===== config.mk =====
export PLATFORM = sky130hd
export DESIGN_NAME = pipeline_hazard_ctrl
export DESIGN_NICKNAME = d
export VERILOG_FILES = /design/src/rtl/pipe_ctrl_pkg.sv /design/src/rtl/pipeline_hazard_ctrl_hazard_detect.sv /design/src/rtl/pipeline_hazard_ctrl.sv
export SDC_FILE = /design/constraint.sdc
export NUM_CORES = 1
export LEC_CHECK = 0
export CAP_MARGIN = 5
export CORE_UTILIZATION = 30
export DETAILED_ROUTE_END_ITERATION = 16
export HOLD_SLACK_MARGIN = 0.03
export PLACE_DENSITY = 0.94
export SLEW_MARGIN = 10
export SYNTH_ARGS = -nofsm -noshare
export SYNTH_HDL_FRONTEND = slang
export SYNTH_SLANG_ARGS = --single-unit

===== constraint.sdc =====
create_clock -name clk -period 3.9 [get_ports clk]
set_input_delay 0.975 -clock clk [delete_from_list [all_inputs] [get_ports clk]]
set_output_delay 0.975 -clock clk [all_outputs]
set_load 0.01 [all_outputs]

===== src/rtl/pipe_ctrl_pkg.sv =====
// Shared types and constants for the pipeline sequencing controller.
package pipe_ctrl_pkg;

  localparam int DATA_W   = 16;
  localparam int REG_ZERO = 0;

  typedef enum logic [1:0] {
    RUN      = 2'd0,
    MUL_WAIT = 2'd1,
    FLUSH    = 2'd2
  } ctrl_state_e;

endpackage


===== src/rtl/pipeline_hazard_ctrl_hazard_detect.sv =====
// Load-use comparator: flags an ID instruction that reads the register a load in EX
// has not yet produced. Register 0 never creates a dependency.
module hazard_detect
  import pipe_ctrl_pkg::*;
#(
  parameter int REG_AW = 4
) (
  input  logic              id_valid,
  input  logic [REG_AW-1:0] id_rs1,
  input  logic [REG_AW-1:0] id_rs2,
  input  logic              id_use_rs1,
  input  logic              id_use_rs2,
  input  logic              ex_valid,
  input  logic [REG_AW-1:0] ex_rd,
  input  logic              ex_memread,
  output logic              lu_hazard
);

  logic rs1_match;
  logic rs2_match;

  assign rs1_match = id_use_rs1 && (id_rs1 == ex_rd);
  assign rs2_match = id_use_rs2 && (id_rs2 == ex_rd);

  assign lu_hazard = id_valid && ex_valid && ex_memread &&
                     (ex_rd != REG_AW'(REG_ZERO)) && (rs1_match || rs2_match);

endmodule


===== src/rtl/pipeline_hazard_ctrl.sv =====
// Pipeline sequencing controller: load-use bubbles, branch squash, multiply hold.
// Optional statistics counters are built only when HAZARD_STATS_EN is defined.
module pipeline_hazard_ctrl
  import pipe_ctrl_pkg::*;
#(
  parameter int REG_AW      = 4,
  parameter int MUL_CYCLES  = 4,
  parameter int FLUSH_DEPTH = 1,
  parameter int CNT_W       = 16
) (
  input  logic              clk,
  input  logic              rst,
  input  logic              id_valid,
  input  logic [REG_AW-1:0] id_rs1,
  input  logic [REG_AW-1:0] id_rs2,
  input  logic              id_use_rs1,
  input  logic              id_use_rs2,
  input  logic              id_is_mul,
  input  logic              ex_valid,
  input  logic [REG_AW-1:0] ex_rd,
  input  logic              ex_memread,
  input  logic              ex_branch_taken,
  output logic              pc_en,
  output logic              ifid_en,
  output logic              ifid_flush,
  output logic              idex_en,
  output logic              idex_flush,
  output logic              mul_busy,
  output logic [1:0]        state,
  output logic [CNT_W-1:0]  stall_cnt,
  output logic [CNT_W-1:0]  flush_cnt
);

  // The counter is shared by the multiply hold and the branch squash, so it must fit both reloads.
  localparam int MUL_BITS   = (MUL_CYCLES > 1) ? $clog2(MUL_CYCLES) : 1;
  localparam int FLUSH_BITS = (FLUSH_DEPTH > 1) ? $clog2(FLUSH_DEPTH) : 1;
  localparam int CNT_BITS   = (MUL_BITS > FLUSH_BITS) ? MUL_BITS : FLUSH_BITS;
  localparam int MUL_RELOAD   = MUL_CYCLES - 2;
  localparam int FLUSH_RELOAD = (FLUSH_DEPTH > 1) ? FLUSH_DEPTH - 2 : 0;

  ctrl_state_e         state_q, state_d;
  logic [CNT_BITS-1:0] cnt_q, cnt_d;
  logic                lu_hazard;

  hazard_detect #(
    .REG_AW(REG_AW)
  ) u_hazard_detect (
    .id_valid  (id_valid),
    .id_rs1    (id_rs1),
    .id_rs2    (id_rs2),
    .id_use_rs1(id_use_rs1),
    .id_use_rs2(id_use_rs2),
    .ex_valid  (ex_valid),
    .ex_rd     (ex_rd),
    .ex_memread(ex_memread),
    .lu_hazard (lu_hazard)
  );

  always_ff @(posedge clk or negedge rst) begin
    if (!rst) begin
      state_q <= RUN;
      cnt_q   <= '0;
    end else begin
      state_q <= state_d;
      cnt_q   <= cnt_d;
    end
  end

  always_comb begin
    state_d    = state_q;
    cnt_d      = cnt_q;
    pc_en      = 1'b1;
    ifid_en    = 1'b1;
    idex_en    = 1'b1;
    ifid_flush = 1'b0;
    idex_flush = 1'b0;
    mul_busy   = 1'b0;

    case (state_q)
      RUN: begin
        if (ex_branch_taken) begin
          ifid_flush = 1'b1;
          idex_flush = 1'b1;
          if (FLUSH_DEPTH > 1) begin
            state_d = FLUSH;
            cnt_d   = CNT_BITS'(FLUSH_RELOAD);
          end
        end else if (lu_hazard) begin
          pc_en      = 1'b0;
          ifid_en    = 1'b0;
          idex_flush = 1'b1;
        end else if (id_valid && id_is_mul) begin
          state_d = MUL_WAIT;
          cnt_d   = CNT_BITS'(MUL_RELOAD);
        end
      end
      MUL_WAIT: begin
        pc_en    = 1'b0;
        ifid_en  = 1'b0;
        idex_en  = 1'b0;
        mul_busy = 1'b1;
        if (cnt_q == '0) begin
          state_d = RUN;
        end else begin
          cnt_d = cnt_q - 1'b1;
        end
      end
      FLUSH: begin
        ifid_flush = 1'b1;
        idex_flush = 1'b1;
        if (ex_branch_taken) begin
          cnt_d = CNT_BITS'(FLUSH_RELOAD);
        end else if (cnt_q == '0) begin
          state_d = RUN;
        end else begin
          cnt_d = cnt_q - 1'b1;
        end
      end
      default: begin
        // Unreachable encoding: inject a bubble and recover to RUN.
        pc_en      = 1'b0;
        ifid_en    = 1'b0;
        ifid_flush = 1'b1;
        idex_flush = 1'b1;
        state_d    = RUN;
        cnt_d      = '0;
      end
    endcase

    if (idex_flush) begin
      idex_en = 1'b1;
    end

    // Hold the pipeline frozen and bubbled for as long as reset is asserted.
    if (!rst) begin
      pc_en      = 1'b0;
      ifid_en    = 1'b0;
      idex_en    = 1'b0;
      ifid_flush = 1'b1;
      idex_flush = 1'b1;
      mul_busy   = 1'b0;
    end
  end

  assign state = state_q;

`ifdef HAZARD_STATS_EN
  logic [CNT_W-1:0] stall_cnt_q;
  logic [CNT_W-1:0] flush_cnt_q;

  always_ff @(posedge clk or negedge rst) begin
    if (!rst) begin
      stall_cnt_q <= '0;
      flush_cnt_q <= '0;
    end else begin
      if (!pc_en && (stall_cnt_q != '1)) begin
        stall_cnt_q <= stall_cnt_q + 1'b1;
      end
      if (ifid_flush && (flush_cnt_q != '1)) begin
        flush_cnt_q <= flush_cnt_q + 1'b1;
      end
    end
  end

  assign stall_cnt = stall_cnt_q;
  assign flush_cnt = flush_cnt_q;
`else
  assign stall_cnt = '0;
  assign flush_cnt = '0;
`endif

endmodule


==> impl_table.tex, run 1 <==
\begin{tabular}{lr}
\hline
Metric & Value \\
\hline
\multicolumn{2}{l}{\textbf{Power and ir drop}} \\
Lkg Pwr & 0.396 nW \\
Cell area power density & 358 nW/um\^{}2 \\
Total power consumption of the routed design & 0.280 mW \\
Worst voltage drop across the vdd grid & 0.120 mV \\
\multicolumn{2}{l}{\textbf{Layout}} \\
Share of final-layout standard cells stronger than drive strength 1 & 0.0800 \\
Growth of design area from synthesis to finish & 35.9\% \\
Layout fillers & 177 \\
Layout Utilization & 0.443 \\
Layout net count & 123 \\
Total inserted antenna cells & 0 \\
\multicolumn{2}{l}{\textbf{Drt}} \\
Remaining antenna violation count after routing & 0 \\
Wire length per cell & 8.53 um \\
Via density per instance & 3.68 \\
Routed wire length & 1070 um \\
Routed via count & 460 \\
Detailed Route Iter0 Violations & 4 \\
DR pass1 iterations & 2 \\
Number of DRC violations after detailed routing & 0 \\
\multicolumn{2}{l}{\textbf{Synthesis}} \\
Area share of the largest cell type after synthesis & 0.443 \\
EDFF count, synth & 0 \\
Top cells by area, synth & buf\_4 (44\%), dfrtp\_1 (13\%), xor2\_1 (9.1\%), xnor2\_1 (4.6\%), a31oi\_2 (2.2\%) \\
Flops \& latches, synth & 3 \\
Cell count after synthesis & 71 \\
Commonest cells in the netlist & buf\_4 (34), xor2\_1 (6), dfrtp\_1 (3), inv\_1 (3), xnor2\_1 (3) \\
Ys async rst share & 1.00 \\
Most area-hungry cell type in the Yosys netlist & buf\_4 \\
Portion of the post-synthesis area used by sequential elements & 0.130 \\
Flip-flop cell with the highest count after synthesis & dfrtp\_1 \\
Netlist area before placement & 576 um\^{}2 \\
Count of cell types in the netlist & 23 \\
Most numerous cell in the Yosys netlist & buf\_4 \\
Ys Warns & 0 \\
Average cell area after synthesis & 8.11 um\^{}2 \\
\multicolumn{2}{l}{\textbf{GRT}} \\
Initial antenna violation count & 0 \\
Global-route wire length before repair & 1480 um \\
Maximum number of pins on one net before global-route repair & 7 \\
Gr usage total & 0.106 \\
Via count of the first global-routing pass & 396 \\
Overflow left after global routing & 0 \\
\multicolumn{2}{l}{\textbf{Placed design}} \\
Final Wtd Congestion & 0.599 \\
Detailed placer's ending HPWL & 898 um \\
IO Port Bufs & 27 \\
\multicolumn{2}{l}{\textbf{CTS}} \\
CTS-repair resized insts & 0 \\
Clock Sinks & 3 \\
Master cell of the clock root buffer & clkbuf\_4 \\
Number of buffers created by CTS & 3 \\
Maximum clock insertion buffer count & 2 \\
H-Tree Depth & 1 \\
Number of buffers inserted to repair setup after CTS & 0 \\
Clock transition at the registers of the reported paths & 0.04 ns \\
Cts-stage hold buffer count & 0 \\
Clock insertion delay at the later pin of the skew report & 0.23 ns \\
CTS tree & built \\
\multicolumn{2}{l}{\textbf{Run}} \\
Max Cap Viol & 0 \\
\multicolumn{2}{l}{\textbf{Critical path}} \\
Cell-by-cell listing of the critical path & clkdlybuf4s50\_1, xor2\_1, nor3\_1, nand4\_1, and2\_4, o21a\_1, dlymetal6s2s\_1 \\
Worst Path Class, Setup & primary input to primary output \\
Element type at the critical path start & primary input \\
Slowest stage cell on the critical path & clkdlybuf4s50\_1 \\
Data arrival time of the critical path & 2.52 ns \\
Critical Path Max Stage Delay & 0.49 ns \\
Crit path required time & 2.92 ns \\
Critical path capture point type & primary output \\
Maximum fanout encountered on the critical timing path & 4 \\
\multicolumn{2}{l}{\textbf{Floorplan}} \\
Starting utilization of the core area & 0.326 \\
Die footprint & 2100 um\^{}2 \\
Std-Cell Core Area & 1760 um\^{}2 \\
Die outline width & 45.8 um \\
Cell row count & 15 \\
Top Ports & 61 \\
Chip height & 45.8 um \\
\multicolumn{2}{l}{\textbf{Timing}} \\
Number of endpoints failing setup at the final stage & 0 \\
Part of the cycle the worst path needs & 0.896 \\
RSZ-0062 raised after global routing & no \\
Count of pins over their slew limit & 0 \\
Highest clock frequency the design can meet & 286 MHz \\
Hold Vio Cnt, Final & 0 \\
Post-layout min period & 3.49 ns \\
Worst clock skew & 0.00292 ns \\
Total negative setup slack & 0 ns \\
\multicolumn{2}{l}{\textbf{Run status}} \\
Run status & completed \\
\multicolumn{2}{l}{\textbf{Min path}} \\
HP Class & flip-flop to flip-flop \\
\hline
\end{tabular}
-- registers in the layout, summed over array words and instances, names as in the netlist --
name   flops
cnt_q      2
state      1
-- metal layers --
metal | vias to the layer above | track usage | share of wire
li1 | 222 | - | -
met4 | 0 | 0.0882 | 0
met5 | - | 0 | 0
met1 | 197 | 0.0827 | 0.29
met3 | 0 | 0.0159 | 0.11
met2 | 41 | 0.217 | 0.60
-- power breakdown --
group | leakage, nW | switching, mW | internal, mW
Sequential | 0.0350 | 0.0142 | 0.0474
Combinational | 0.346 | 0.0750 | 0.0889
Clock | 0.0150 | 0.0161 | 0.0384
-- worst max-delay path: cells and delay by family --
kind / cells / cell delay [ns]
xor+xnor: 1 / 0.19
compound gates: 1 / 0.18
simple gates: 3 / 0.51
buf+inv: 2 / 0.66
-- cells by family (layout without fill, tap and decap cells) --
| family | Yosys count | count (layout) | synth area share |
|---|---|---|---|
| buffers and inverters | 37 | 34 | 0.463 |
| adders and majority gates | 1 | 1 | 0.0217 |
| xor gates and xnor gates | 9 | 9 | 0.137 |
| and+or+nand+nor | 14 | 14 | 0.159 |
| AOI/OAI and AO/OA | 6 | 6 | 0.0826 |
| other | 1 | 33 | 0.00652 |
| DFF | 3 | 3 | 0.130 |
-- layout by cell type (no fill, tap or decap), types with 2 or more instances in the layout --
| cell type | synthesis | layout |
|---|---|---|
| nand3_1 | 2 | 2 |
| nor2_1 | 2 | 2 |
| nor2b_1 | 2 | 2 |
| dlymetal6s2s_1 | 0 | 3 |
| nand4_1 | 2 | 2 |
| inv_1 | 3 | 3 |
| clkbuf_4 | 0 | 3 |
| conb_1 | 1 | 33 |
| clkdlybuf4s50_1 | 0 | 24 |
| xor2_1 | 6 | 6 |
| xnor2_1 | 3 | 3 |
| dfrtp_1 | 3 | 3 |
-- worst paths after layout --
check,cells past startpoint,slack (ns),from,to
min reg2reg,1,0.52,cnt_q[0],cnt_q[0]
max reg2reg,5,2.65,cnt_q[0],cnt_q[0]
max,7,0.41,ex_rd[0],pc_en
min,1,0.52,cnt_q[0],cnt_q[0]
max in group asynchronous,1,2.74,rst,cnt_q[1]
min in group asynchronous,1,0.97,rst,cnt_q[0]
-- area by class of cell --
type	instances	area, um^2	share of cell area
Tap cell	25	31.3	0.0400
Sequential cell	3	75.1	0.0960
Timing Repair Buffer	27	278	0.355
Clock buffer	4	26.3	0.0336
Multi-Input combinational cell	63	360	0.461
Inverter	3	11.3	0.0144
-- stage by stage --
step	cells	hold WS, ns	cell area [um^2]	setup slack [ns]
final	125	0.523	782	0.406
after floorplan	103	0.490	696	0.991
after CTS	125	0.521	768	0.0755
after global routing	125	0.531	782	0.292
after detailed placement	121	0.515	742	0.0855
after global placement	121	0.504	742	0.118
Note: power is estimated with default switching activity, not from simulation.
==> run 2, diff against run 1 <==
Settings changed: PLACE_DENSITY 0.94 to default, PLACE_DENSITY_LB_ADDON from default to 0.15.
==> run 2 against run 1 <==
  * Fmax shrank 7.7%
  * Sequential share of layout area is essentially flat
  * Worst hold slack got worse by 0.0044 ns
  * First-iteration DRC count did not move
  * Critical path depth did not move
  * Power is 0.25% higher
  * Non-clock buffer count up 1
  * Cell count increased by 0.80%
  * Final area fell by 0.16%
  * Combinational power hardly changed
  * Clock skew shrank 0.00099 ns
  * Global-route usage grew 0.88 points
  * Largest power group unchanged
==> impl_table.tex, run 2 (synthesis results as in run 1) <==
\begin{tabular}{lr}
\hline
Metric & Value \\
\hline
\multicolumn{2}{l}{\textbf{Run status}} \\
Run status & completed \\
\multicolumn{2}{l}{\textbf{Drt}} \\
DR pass1 iterations & 2 (unchanged) \\
Remaining antenna violation count after routing & 0 (unchanged) \\
Routed via count & 465 (+1.1\%) \\
Routed wire length & 1030 um (-3.4\%) \\
Wire length per cell & 8.17 um (-4.1\%) \\
Number of DRC violations after detailed routing & 0 (unchanged) \\
Detailed Route Iter0 Violations & 4 (unchanged) \\
Via density per instance & 3.69 (+0.28\%) \\
\multicolumn{2}{l}{\textbf{Critical path}} \\
Worst Path Class, Setup & primary input to primary output \\
Maximum fanout encountered on the critical timing path & 4 (unchanged) \\
Reg2reg setup slack & 2.65 ns (about the same) \\
Crit path required time & 2.92 ns (about the same) \\
Data arrival time of the critical path & 2.81 ns (+0.29 ns) \\
Critical path capture point & pc\_en \\
Critical path capture point type & primary output \\
Source of the critical timing path & ex\_rd[0] \\
Reg-to-reg startpoint & cnt\_q[0] \\
Destination of the worst register-to-register timing path & cnt\_q[0] \\
Element type at the critical path start & primary input \\
R2R cell count & 5 (unchanged) \\
\multicolumn{2}{l}{\textbf{GRT}} \\
Via count of the first global-routing pass & 395 (-0.25\%) \\
Maximum number of pins on one net before global-route repair & 7 (unchanged) \\
Gr usage total & 0.114 (+0.00876) \\
Overflow left after global routing & 0 (unchanged) \\
Initial antenna violation count & 0 (unchanged) \\
Global-route wire length before repair & 1570 um (+6.6\%) \\
\multicolumn{2}{l}{\textbf{Placed design}} \\
DP Cell Count & 122 (+0.83\%) \\
Detailed placer's ending HPWL & 883 um (-1.6\%) \\
IO Port Bufs & 27 (unchanged) \\
Final Wtd Congestion & 0.645 (+7.7\%) \\
Cell area after placement & 749 um\^{}2 (+1.0\%) \\
\multicolumn{2}{l}{\textbf{Timing}} \\
Number of endpoints failing setup at the final stage & 0 (unchanged) \\
Worst clock skew & 0.00193 ns (-0.000986 ns) \\
Highest clock frequency the design can meet & 264 MHz (-7.7\%) \\
Total negative setup slack & 0 ns (unchanged) \\
RSZ-0062 raised after global routing & no \\
Post-layout min period & 3.79 ns (+0.292 ns) \\
Part of the cycle the worst path needs & 0.971 (+0.0749) \\
Hold Vio Cnt, Final & 0 (unchanged) \\
Count of pins over their slew limit & 0 (unchanged) \\
\multicolumn{2}{l}{\textbf{Layout}} \\
Layout Utilization & 0.443 (-0.000709) \\
Layout net count & 124 (+0.81\%) \\
Most common library cell in the layout ignoring fill and taps & conb\_1 \\
Share of final-layout standard cells stronger than drive strength 1 & 0.0891 (+0.00911) \\
Final std cells w/o fill & 126 (+0.80\%) \\
Flip-flop count of the largest register, all copies and words added & 2 (unchanged) \\
Total inserted antenna cells & 0 (unchanged) \\
Most frequent cells in the layout & conb\_1 (33), clkdlybuf4s50\_1 (27), xor2\_1 (6) \\
Total non-filler cell area in the finished layout & 781 um\^{}2 (-0.16\%) \\
Register bank with the most flops & cnt\_q \\
Growth of design area from synthesis to finish & 35.7\% \\
\multicolumn{2}{l}{\textbf{Floorplan}} \\
Die outline width & 45.8 um (unchanged) \\
Chip height & 45.8 um (unchanged) \\
Std-Cell Core Area & 1760 um\^{}2 (unchanged) \\
Die footprint & 2100 um\^{}2 (unchanged) \\
Starting utilization of the core area & 0.326 (unchanged) \\
Top Ports & 61 (unchanged) \\
Cell row count & 15 (unchanged) \\
\multicolumn{2}{l}{\textbf{Power and ir drop}} \\
Worst voltage drop across the vdd grid & 0.120 mV (-0.19\%) \\
Part of the power in registers & 0.217 (-0.003) \\
Cell-internal power & 0.177 mW (+1.4\%) \\
Cell area power density & 360 nW/um\^{}2 (+0.41\%) \\
Clk pwr share & 0.201 (+0.006) \\
Share of total power in combinational logic & 0.582 (-0.003) \\
Lkg Pwr & 0.370 nW (-6.6\%) \\
Net Sw Frac & 0.369 (-0.00740) \\
Net Sw Power & 0.104 mW (-1.7\%) \\
\multicolumn{2}{l}{\textbf{CTS}} \\
Clock transition at the registers of the reported paths & 0.04 ns (about the same) \\
CTS tree & built \\
Number of buffers inserted to repair setup after CTS & 0 (unchanged) \\
Clock Sinks & 3 (unchanged) \\
Master cell of the clock root buffer & clkbuf\_4 \\
Maximum clock insertion buffer count & 2 (unchanged) \\
Number of buffers created by CTS & 3 (unchanged) \\
H-Tree Depth & 1 (unchanged) \\
Clock insertion delay at the later pin of the skew report & 0.24 ns (about the same) \\
\multicolumn{2}{l}{\textbf{Run}} \\
Max Cap Viol & 0 (unchanged) \\
\multicolumn{2}{l}{\textbf{Min path}} \\
HP Class & flip-flop to flip-flop \\
\hline
\end{tabular}
-- run 2: final cells by class --
type / count / area (um^2)
Timing Repair Buffer: 28 / 278
Inverter: 3 / 11.3
Fill cell: 203 / 983
Clock buffer: 4 / 26.3
Multi-Input combinational cell: 63 / 359
Sequential cell: 3 / 75.1
Tap cell: 25 / 31.3
-- run 2: metal layers --
layer	part of all wire	GRT usage	vias to the layer above
met4	0.026	0.0706	0
met1	0.36	0.101	197
met2	0.46	0.189	40
met5	0	0	-
li1	-	-	223
met3	0.16	0.0794	5
-- run 2: worst min path at each step --
stage / start / end / slack [ns] / cells past startpoint
after floorplan: cnt_q[0] / cnt_q[0] / 0.49 / 1
after global placement: cnt_q[0] / cnt_q[0] / 0.51 / 1
after detailed placement: cnt_q[0] / cnt_q[0] / 0.52 / 1
after CTS: cnt_q[0] / cnt_q[0] / 0.52 / 1
after global routing: cnt_q[0] / cnt_q[0] / 0.55 / 1
final: cnt_q[0] / cnt_q[0] / 0.52 / 1
-- run 2: power groups by stage --
stage               combinational, mW  sequential [mW]  clock [mW]
finish                          0.163           0.0610      0.0563
global route                    0.184           0.0650      0.0647
CTS                             0.166           0.0618      0.0589
detailed placement              0.165           0.0620           0
global placement                0.163           0.0619           0
floorplan                       0.118           0.0615           0
-- run 2: timing repair --
item                                    CTS  global route
resized for setup                         0             1
endpoints found under the setup margin    0             3
hold buffers                              0             0
-- run 2: through the flow --
stage | hold slack [ns] | setup slack (ns) | total power [mW]
finish | 0.519 | 0.114 | 0.281
global route | 0.550 | 0.00385 | 0.313
CTS | 0.524 | 0.109 | 0.287
detailed placement | 0.519 | 0.112 | 0.227
global placement | 0.512 | 0.125 | 0.225
floorplan | 0.490 | 0.991 | 0.180
-- run 2: worst max-delay path, cell delays in order --
cell	delay (ns)
clkdlybuf4s50_1	0.47
nor4_1	0.30
nor2_1	0.10
nand4_1	0.12
and2_4	0.18
o21a_1	0.13
clkdlybuf4s50_1	0.54
